File: config.mk
export PLATFORM = sky130hd
export DESIGN_NAME = compute_nb_cid_3d_pipe
export DESIGN_NICKNAME = d
export VERILOG_FILES = /design/src/rtl/MD_pkg.sv /design/src/rtl/nb_code_1d.sv /design/src/rtl/compute_nb_cid_3d_pipe.sv
export SDC_FILE = /design/constraint.sdc
export NUM_CORES = 1
export LEC_CHECK = 0
export BUFFER_PORTS_ARGS = -buffer_cell sky130_fd_sc_hd__clkbuf_2
export CORE_MARGIN = 8
export CORE_UTILIZATION = 35
export CTS_BUF_LIST = sky130_fd_sc_hd__clkbuf_8
export CTS_CLUSTER_SIZE = 10
export DETAILED_ROUTE_END_ITERATION = 16
export GPL_ROUTABILITY_DRIVEN = 0
export GPL_TIMING_DRIVEN = 0
export PLACE_DENSITY = 0.55
export SLEW_MARGIN = 25
export SYNTH_ARGS = -nofsm -noshare
export SYNTH_HDL_FRONTEND = slang
export SYNTH_SLANG_ARGS = --single-unit
File: constraint.sdc
create_clock -name clk -period 9.93 [get_ports clk]
set_input_delay 1.4895 -clock clk [delete_from_list [all_inputs] [get_ports clk]]
set_output_delay 1.4895 -clock clk [all_outputs]
set_load 0.01 [all_outputs]
File: src/rtl/MD_pkg.sv
// rtl/MD_pkg.sv - shared widths and neighbour-code type for the 3D neighbour-cell pipeline
//
// Purpose : common constants used by compute_nb_cid_3d_pipe and nb_code_1d.
// Contents: GLOBAL_CELL_ID_WIDTH, CELL_ID_WIDTH, NUM_CELL_FOLDS,
//           CELL_FOLD_ID_WIDTH, nb_code_t.
package MD_pkg;

    localparam int GLOBAL_CELL_ID_WIDTH = 4;
    localparam int CELL_ID_WIDTH        = 2;
    localparam int NUM_CELL_FOLDS       = 2;
    // One bit wider than strictly needed so an out-of-range fold id can be expressed.
    localparam int CELL_FOLD_ID_WIDTH   = 2;

    typedef enum logic [CELL_ID_WIDTH-1:0] {
        NB_NONE  = 2'b00,
        NB_MINUS = 2'b01,
        NB_HOME  = 2'b10,
        NB_PLUS  = 2'b11
    } nb_code_t;

endpackage

File: src/rtl/nb_code_1d.sv
// rtl/nb_code_1d.sv - combinational per-dimension neighbour code
//
// Purpose: classify one source cell coordinate relative to a home coordinate
//          on a ring of gdim cells.
// Ports  : src  - source global cell id
//          home - home global cell id
//          gdim - number of cells along this dimension
//          code - NB_HOME / NB_PLUS / NB_MINUS / NB_NONE
module nb_code_1d
    import MD_pkg::*;
(
    input  logic [GLOBAL_CELL_ID_WIDTH-1:0] src,
    input  logic [GLOBAL_CELL_ID_WIDTH-1:0] home,
    input  logic [GLOBAL_CELL_ID_WIDTH-1:0] gdim,
    output nb_code_t                        code
);

    logic [GLOBAL_CELL_ID_WIDTH-1:0] plus_id;
    logic [GLOBAL_CELL_ID_WIDTH-1:0] minus_id;

    // Wrap is selected explicitly rather than by modulo so no intermediate
    // value ever exceeds gdim-1.
    always_comb begin
        plus_id  = (home == gdim - 1'b1) ? '0 : home + 1'b1;
        minus_id = (home == '0) ? gdim - 1'b1 : home - 1'b1;
    end

    // PLUS is tested before MINUS so that on a two-cell ring, where both
    // neighbours are the same cell, the result is NB_PLUS.
    always_comb begin
        code = NB_NONE;
        if (src >= gdim) begin
            code = NB_NONE;
        end else if (src == home) begin
            code = NB_HOME;
        end else if (src == plus_id) begin
            code = NB_PLUS;
        end else if (src == minus_id) begin
            code = NB_MINUS;
        end
    end

endmodule

File: src/rtl/compute_nb_cid_3d_pipe.sv
// rtl/compute_nb_cid_3d_pipe.sv - two-stage pipeline producing 3D neighbour codes for a source cell
//
// Purpose: for each beat, look up the home cell of the selected fold and emit
//          per-dimension neighbour codes, a neighbour flag, a fold-range error
//          and the pass-through payload, with valid/ready flow control and
//          saturating neighbour / non-neighbour event counters.
// Ports  : clk, rst (async, active-high)
//          i_valid/o_ready, i_src_gcid_x/y/z, i_fold_id, i_data  - input beat
//          o_valid/i_ready, o_nb_cid_x/y/z, o_is_nb, o_fold_err,
//          o_data                                                  - result beat
//          i_clr_cnt, o_nb_cnt, o_non_nb_cnt                       - counters
module compute_nb_cid_3d_pipe
    import MD_pkg::*;
#(
    parameter int GDIM_X     = 4,
    parameter int GDIM_Y     = 4,
    parameter int GDIM_Z     = 4,
    parameter int NUM_FOLDS  = NUM_CELL_FOLDS,
    parameter logic [GLOBAL_CELL_ID_WIDTH-1:0] HOME_X [NUM_FOLDS] = '{default: '0},
    parameter logic [GLOBAL_CELL_ID_WIDTH-1:0] HOME_Y [NUM_FOLDS] = '{default: '0},
    parameter logic [GLOBAL_CELL_ID_WIDTH-1:0] HOME_Z [NUM_FOLDS] = '{default: '0},
    parameter int DATA_WIDTH = 32
) (
    input  logic                            clk,
    input  logic                            rst,
    input  logic                            i_valid,
    output logic                            o_ready,
    input  logic [GLOBAL_CELL_ID_WIDTH-1:0] i_src_gcid_x,
    input  logic [GLOBAL_CELL_ID_WIDTH-1:0] i_src_gcid_y,
    input  logic [GLOBAL_CELL_ID_WIDTH-1:0] i_src_gcid_z,
    input  logic [CELL_FOLD_ID_WIDTH-1:0]   i_fold_id,
    input  logic [DATA_WIDTH-1:0]           i_data,
    output logic                            o_valid,
    input  logic                            i_ready,
    output logic [CELL_ID_WIDTH-1:0]        o_nb_cid_x,
    output logic [CELL_ID_WIDTH-1:0]        o_nb_cid_y,
    output logic [CELL_ID_WIDTH-1:0]        o_nb_cid_z,
    output logic                            o_is_nb,
    output logic                            o_fold_err,
    output logic [DATA_WIDTH-1:0]           o_data,
    input  logic                            i_clr_cnt,
    output logic [15:0]                     o_nb_cnt,
    output logic [15:0]                     o_non_nb_cnt
);

    localparam logic [GLOBAL_CELL_ID_WIDTH-1:0] GX = GLOBAL_CELL_ID_WIDTH'(GDIM_X);
    localparam logic [GLOBAL_CELL_ID_WIDTH-1:0] GY = GLOBAL_CELL_ID_WIDTH'(GDIM_Y);
    localparam logic [GLOBAL_CELL_ID_WIDTH-1:0] GZ = GLOBAL_CELL_ID_WIDTH'(GDIM_Z);

    // Both stages share one advance enable: the whole pipe moves or holds together.
    logic en;
    logic xfer;

    assign en      = !o_valid || i_ready;
    assign o_ready = en;
    assign xfer    = o_valid && i_ready;

    // ---------------- fold lookup ----------------
    logic [GLOBAL_CELL_ID_WIDTH-1:0] sel_home_x;
    logic [GLOBAL_CELL_ID_WIDTH-1:0] sel_home_y;
    logic [GLOBAL_CELL_ID_WIDTH-1:0] sel_home_z;
    logic                            fold_ok;

    // A loop match instead of direct indexing keeps an out-of-range fold id
    // from reading past the home tables; no match means a fold error.
    always_comb begin
        sel_home_x = '0;
        sel_home_y = '0;
        sel_home_z = '0;
        fold_ok    = 1'b0;
        for (int f = 0; f < NUM_FOLDS; f++) begin
            if (i_fold_id == CELL_FOLD_ID_WIDTH'(f)) begin
                sel_home_x = HOME_X[f];
                sel_home_y = HOME_Y[f];
                sel_home_z = HOME_Z[f];
                fold_ok    = 1'b1;
            end
        end
    end

    // ---------------- stage 1: inputs + selected home ----------------
    logic                            s1_valid;
    logic [GLOBAL_CELL_ID_WIDTH-1:0] s1_src_x;
    logic [GLOBAL_CELL_ID_WIDTH-1:0] s1_src_y;
    logic [GLOBAL_CELL_ID_WIDTH-1:0] s1_src_z;
    logic [GLOBAL_CELL_ID_WIDTH-1:0] s1_home_x;
    logic [GLOBAL_CELL_ID_WIDTH-1:0] s1_home_y;
    logic [GLOBAL_CELL_ID_WIDTH-1:0] s1_home_z;
    logic                            s1_fold_err;
    logic [DATA_WIDTH-1:0]           s1_data;

    always_ff @(posedge clk or posedge rst) begin
        if (rst) begin
            s1_valid    <= 1'b0;
            s1_src_x    <= '0;
            s1_src_y    <= '0;
            s1_src_z    <= '0;
            s1_home_x   <= '0;
            s1_home_y   <= '0;
            s1_home_z   <= '0;
            s1_fold_err <= 1'b0;
            s1_data     <= '0;
        end else if (en) begin
            s1_valid    <= i_valid;
            s1_src_x    <= i_src_gcid_x;
            s1_src_y    <= i_src_gcid_y;
            s1_src_z    <= i_src_gcid_z;
            s1_home_x   <= sel_home_x;
            s1_home_y   <= sel_home_y;
            s1_home_z   <= sel_home_z;
            s1_fold_err <= !fold_ok;
            s1_data     <= i_data;
        end
    end

    // ---------------- stage 2: codes ----------------
    nb_code_t code_x;
    nb_code_t code_y;
    nb_code_t code_z;
    logic     is_nb;

    nb_code_1d u_nb_x (.src(s1_src_x), .home(s1_home_x), .gdim(GX), .code(code_x));
    nb_code_1d u_nb_y (.src(s1_src_y), .home(s1_home_y), .gdim(GY), .code(code_y));
    nb_code_1d u_nb_z (.src(s1_src_z), .home(s1_home_z), .gdim(GZ), .code(code_z));

    assign is_nb = !s1_fold_err && (code_x != NB_NONE) && (code_y != NB_NONE)
                   && (code_z != NB_NONE);

    always_ff @(posedge clk or posedge rst) begin
        if (rst) begin
            o_valid    <= 1'b0;
            o_nb_cid_x <= '0;
            o_nb_cid_y <= '0;
            o_nb_cid_z <= '0;
            o_is_nb    <= 1'b0;
            o_fold_err <= 1'b0;
            o_data     <= '0;
        end else if (en) begin
            o_valid    <= s1_valid;
            o_nb_cid_x <= s1_fold_err ? NB_NONE : code_x;
            o_nb_cid_y <= s1_fold_err ? NB_NONE : code_y;
            o_nb_cid_z <= s1_fold_err ? NB_NONE : code_z;
            o_is_nb    <= is_nb;
            o_fold_err <= s1_fold_err;
            o_data     <= s1_data;
        end
    end

    // ---------------- event counters ----------------
    // Clear takes priority over a same-cycle increment.
    always_ff @(posedge clk or posedge rst) begin
        if (rst) begin
            o_nb_cnt     <= '0;
            o_non_nb_cnt <= '0;
        end else if (i_clr_cnt) begin
            o_nb_cnt     <= '0;
            o_non_nb_cnt <= '0;
        end else if (xfer) begin
            if (o_is_nb) begin
                if (o_nb_cnt != 16'hFFFF) o_nb_cnt <= o_nb_cnt + 16'd1;
            end else begin
                if (o_non_nb_cnt != 16'hFFFF) o_non_nb_cnt <= o_non_nb_cnt + 16'd1;
            end
        end
    end

endmodule

==> metrics.md, run 1 <==
| Metric | Value |
|---|---|
| Worst R2R Path Depth | `7` |
| Die width | `138.2 um` |
| Most frequent cells in the layout | `nand2_1, clkbuf_2, dfrtp_1` |
| Cts bufs inserted | `17` |
| CTS resizes | `0` |
| Starting density of the core | `35.84%` |
| Fmax | `238.6 MHz` |
| Post-Layout Inst Area | `between 6000 and 7000 sq um` |
| Synth Area per Inst | `9.078 sq um` |
| Die H | `roughly 140 um` |
| Final Skew | `around 0.012 ns` |
| Final core occ | `approximately 45%` |
| Synthesized net count | `629` |
| Seq/Total Area, Yosys | `between 50% and 60%` |
| Core ar. | `14590 sq um` |
| Final antenna-violating net count | `0` |
| Fin crit share | `42.20%` |
| Minimum clock period | `4.191 ns` |
| Unrepaired setup endpoints after global routing | `no` |
| Final Slew Violations | `0` |
| Rows | `between 40 and 50` |
| TNS Setup | `0 ns` |
| Slew margin rel. | `64.70%` |
| Global-route wire length before repair | `23320 um` |
| CP endpoint kind | `output pin` |
| Routed vias/inst | `4.906` |
| Placed inst area | `between 6000 and 7000 sq um` |
| Max FO, Critical Path | `10` |
| Worst-Skew Late Latency | `0.43 ns` |
| Leakage power | `0.003342 uW` |
| Synthesized area | `5229 sq um` |
| Initial antenna violation count | `1` |
| Total Wirelength | `between 10000 and 15000 um` |
| TritonRoute pass-1 iters | `4` |
| Total Routing Usage GR | `about 15%` |
| Via count | `4489` |
| Post-synth ARST share | `100.0%` |
| Main synth FF type | `dfrtp_1` |
| Synth area leaders | `dfrtp_1, nand2_1, mux2_1` |
| Max Cap Viol | `0` |
| Footprint of the multi-input gates | `2088 sq um` |
| Register cell area after layout | `2978 sq um` |
| # fillers | `1441` |
| # port buffers | `roughly 120` |
| Setup WS post-layout | `5.739 ns` |
| Synth area leader | `dfrtp_1` |
| Drt initial violations | `190` |
| Ports | `roughly 130` |
| Mapped Cells | `approximately 580` |
| PD cells | `roughly 190 nW/um^2` |
| Drt drc | `0` |
| Area growth syn-to-layout | `25.13%` |
| Routed wire per std cell | `15.15 um` |
| CTS Buffer Depth | `2` |
| Largest net degree at the start of global routing | `71` |
| CTS tree | `yes` |
| # nets final | `771` |
| Place WS | `5.685 ns` |
| Status | `completed` |
| CP Data Required Time | `8.44 ns` |
| Vias in the first global route | `4580` |
| Crit Path Class | `primary input to output pin` |
| Htree depth | `4` |
| Die ar. | `19110 sq um` |
| Synth top area share | `56.95%` |
| Worst-path clk slew | `roughly 0.08 ns` |
| Worst Hold Class | `register to register` |
| Final Setup Violations | `0` |
| YS warnings | `0` |
| FF+latch count, synth | `119` |
| Gr ovfl total | `0` |
| ANT cells | `0` |
| Root buffer cell | `clkbuf_8` |
| Layout cell share with drive strength beyond 1 | `22.98%` |
| Worst Path Arrival | `2.70 ns` |
| Netlist cell types | `46` |
| Hold path depth | `2` |
| Hold_buf cts | `0` |
| Commonest non-fill, non-tap cell in the layout | `nand2_1` |
| Post-DP HPWL | `10110 um` |
| Clock sinks | `119` |
| Slew @ Worst Pin | `about 0.53 ns` |
| Post-CTS Repair Setup Buffers | `0` |
| Post-synth EDFFs | `0` |
| Maximum vdd drop | `0.1200 mV` |
| Fin. Hold Viols | `0` |
| Critical Path Source Type | `primary input` |
## cell usage after synthesis, types with 5 or more instances
cell type	n
nand2b_1	5
a21oi_1	19
nor2b_1	12
mux2_1	12
nand4_1	5
inv_1	11
dfrtp_1	119
clkbuf_1	25
or4_1	15
nor2_1	18
nand2_1	248
nor3_1	6
o31ai_1	13
nand3_1	11
## path summary, 6_finish.rpt
| kind | start | to | slack [ns] |
|---|---|---|---|
| max | i_ready | o_ready | 5.74 |
| min | s1_valid$_DFFE_PP0P_ | s1_valid$_DFFE_PP0P_ | 0.46 |
| max reg2reg | o_valid$_DFFE_PP0P_ | o_data[16]$_DFFE_PP0P_ | 7.82 |
| min reg2reg | s1_valid$_DFFE_PP0P_ | s1_valid$_DFFE_PP0P_ | 0.46 |
| max in group asynchronous | rst | s1_data[28]$_DFFE_PP0P_ | 8.19 |
| min in group asynchronous | rst | o_nb_cnt[13]$_DFFE_PP0P_ | 1.11 |
## layer usage
layer	share of wire [%]	vias to the layer above	wire, um	track usage, %
met5	0.072	-	10	0
met4	0.81	2	113	3.604
met3	6.9	13	952	6.301
met2	45	119	6202	22.62
met1	48	2159	6587	18.68
li1	-	2196	-	-
## through the flow
step	total power (uW)	hold WS, ns	instances
global route	1279	0.4854	915
CTS	1230	0.4644	915
floorplan	669.3	0.4300	576
finish	1211	0.4609	915
detailed placement	750.5	0.4467	883
global placement	743.3	0.4437	882
## layout make-up
type / count / area share (%)
timing repair buffer: 123 / 9.753
inverter: 12 / 0.8032
clock inverter: 11 / 2.276
clock buffer: 21 / 4.418
sequential: 119 / 45.52
buffer: 30 / 1.798
tap: 184 / 3.519
multi-input combinational: 415 / 31.92
## kinds of logic after synthesis
logic type                 after synthesis  share of synthesized area (%)
AOI/OAI and AO/OA                       55                          7.251
buffers and inverters                   42                          3.110
and+or+nand+nor                        344                          29.24
adders and majority gates                2                         0.4785
muxes                                   14                          2.967
DFF                                    119                          56.95
## sequential cells by signal, summed over array words and instances (netlist names), 2 cells and up
| name | count |
|---|---|
| o_data | 32 |
| s1_data | 32 |
| o_nb_cnt | 16 |
| o_non_nb_cnt | 16 |
| s1_src_x | 4 |
| s1_src_y | 4 |
| s1_src_z | 4 |
| o_nb_cid_x | 2 |
| o_nb_cid_y | 2 |
| o_nb_cid_z | 2 |
## critical path, cell delays in order
cell	delay [ns]
clkbuf_2	0.11
nor2b_1	0.14
clkbuf_1	0.35
inv_2	0.13
clkbuf_1	0.27
clkbuf_2	0.20
## where the power goes
| part | switching, uW | internal, uW | leakage (uW) |
|---|---|---|---|
| Combinational | 104 | 59.2 | 0.00161 |
| Clock | 200 | 275 | 0.000225 |
| Sequential | 34.2 | 538 | 0.00151 |
| Total | 338 | 873 | 0.00334 |
Note: power is estimated with default switching activity, not from simulation.
==> run 2: changes to the inputs <==
- PLACE_DENSITY: 0.55 -> 0.57
- clock period: 9.93 -> 3.85 ns (I/O delays scaled with it)
==> metrics.md, run 2 (synthesis gave the netlist of run 1 again) <==
| Metric | Value |
|---|---|
| Clock sinks | `119` |
| Core ar. | `14590 sq um` |
| Fin. Hold Viols | `0` |
| # nets final | `771` |
| Post-CTS Repair Setup Buffers | `0` |
| Starting density of the core | `35.84%` |
| Cts bufs inserted | `17` |
| Sw Ratio | `30.42%` |
| Placed cells | `between 800 and 900` |
| Ports | `125` |
| Worst Hold Class | `primary input to asynchronous set/reset pin` |
| Final Skew | `approximately 0.013 ns` |
| Largest net degree at the start of global routing | `73` |
| Area growth syn-to-layout | `23.19%` |
| CP endpoint kind | `output pin` |
| TNS Setup | `0 ns` |
| Global-route wire length before repair | `approximately 24000 um` |
| Htree depth | `4` |
| Total Routing Usage GR | `around 15%` |
| Die width | `between 100 and 150 um` |
| Gate power share | `~15%` |
| Internal | `1993 uW` |
| Critical-path top delay cell | `dfrtp_1` |
| Crit Path Class | `register to output pin` |
| Slew margin rel. | `62.60%` |
| Via count | `4530` |
| Status | `completed` |
| Rows | `44` |
| Post-Layout Cell Count | `915` |
| Unrepaired setup endpoints after global routing | `no` |
| Post-DP HPWL | `10210 um` |
| Setup WS post-layout | `1.267 ns` |
| Fin crit share | `about two thirds` |
| GR met2 Demand/Resource | `23.69%` |
| CTS tree | `yes` |
| # port buffers | `approximately 120` |
| Clock power frac | `33.6%` |
| Total Wirelength | `14080 um` |
| Drt drc | `0` |
| NetSw | `a little under 900 uW` |
| PD cells | `444.8 nW/um^2` |
| Slowest cell delay on critical path | `0.42 ns` |
| Final Slew Violations | `0` |
| Leakage power | `roughly 0.0033 uW` |
| Drt initial violations | `224` |
| Hold_buf cts | `0` |
| Fmax | `387.1 MHz` |
| Power Total | `2865 uW` |
| Vias in the first global route | `4610` |
| Seq pwr share | `51.6%` |
| Crit-path cells | `nor2b_1 > clkbuf_1 > inv_2 > clkbuf_1 > clkbuf_2` |
| Placed inst area | `~6000 sq um` |
| Routed vias/inst | `around 5.0` |
| Worst Path Arrival | `2.01 ns` |
| Met3 Track Usage GR | `6.849%` |
| TritonRoute pass-1 iters | `4` |
| Commonest non-fill, non-tap cell in the layout | `nand2_1` |
| Max FO, Critical Path | `10` |
| Crit path buf inv count | `4` |
| CP Data Required Time | `3.27 ns` |
| Met1 Use GR | `18.05%` |
| Layout cell share with drive strength beyond 1 | `22.98%` |
| Worst-path clk slew | `0.07 ns` |
| CTS Buffer Depth | `2` |
| Worst-Skew Late Latency | `0.43 ns` |
| Gr ovfl total | `0` |
| Top Registers | `o_data x32, s1_data x32` |
| Final antenna-violating net count | `0` |
| Die H | `138.2 um` |
| Maximum vdd drop | `about 0.26 mV` |
| GRT busiest layer | `met2` |
| Max Cap Viol | `0` |
| Slew @ Worst Pin | `between 0.5 and 0.6 ns` |
| Final Setup Violations | `0` |
| CP delay by family, top | `buffers and inverters` |
| Place WS | `roughly 1.4 ns` |
| Initial antenna violation count | `1` |
| Root buffer cell | `clkbuf_8` |
| CTS resizes | `0` |
| Minimum clock period | `~2.6 ns` |
| Most frequent cells in the layout | `nand2_1, clkbuf_2, dfrtp_1` |
| Most used cell along the critical path | `clkbuf_1` |
| Critical Path Source Type | `register` |
| Post-Layout Inst Area | `6441 sq um` |
| ANT cells | `0` |
| Routed wire per std cell | `15.38 um` |
| Die ar. | `19110 sq um` |
==> run 2: changes by cell type in the layout (fill, tap and decap cells not counted) <==
cell        change
bufinv_16       -3
clkinv_4        -2
clkinv_2        +5
clkbuf_8        -3
clkinvlp_4      +3
==> run 2: metal layers <==
layer,up-vias,part of all wire [%]
met3,17,7.9
li1,2200,-
met4,2,1.3
met5,-,0.071
met1,2182,45
met2,129,46
==> run 2: stage by stage <==
| stage | hold slack (ns) | util [%] |
|---|---|---|
| floorplan | 0.4300 | - |
| global placement | 0.4437 | 41.60 |
| detailed placement | 0.4470 | 41.84 |
| CTS | 0.1313 | 44.15 |
| global route | 0.1403 | 44.15 |
| finish | 0.1475 | 44.15 |
==> run 2: power groups by stage <==
stage          combinational, uW  clock, uW  sequential [uW]
2_1_floorplan                210          0             1520
3_3_place_gp                 424          0             1490
3_5_place_dp                 437          0             1500
4_1_cts                      437        995             1480
5_1_grt                      490       1060             1490
6_report                     424        964             1480
==> run 2: area by class of cell <==
cell class	instances	area, sq um
sequential	119	2978
clock buffer	18	247.7
clock inverter	14	88.84
fill	1462	8148
timing repair buffer	123	638.1
tap	184	230.2
inverter	12	52.55
multi-input combinational	415	2088
buffer	30	117.6
==> run 2: final timing paths <==
path	from	slack (ns)	endpoint	cells past startpoint
worst min-delay path	rst	0.15	o_data[12]$_DFFE_PP0P_	2
max in group asynchronous	rst	3.06	o_data[26]$_DFFE_PP0P_	3
worst max register to register	o_valid$_DFFE_PP0P_	1.78	s1_data[1]$_DFFE_PP0P_	6
worst min register to register	s1_valid$_DFFE_PP0P_	0.46	s1_valid$_DFFE_PP0P_	2
min in group clk	i_data[30]	0.34	s1_data[30]$_DFFE_PP0P_	3
worst max-delay path	o_valid$_DFFE_PP0P_	1.27	o_ready	5
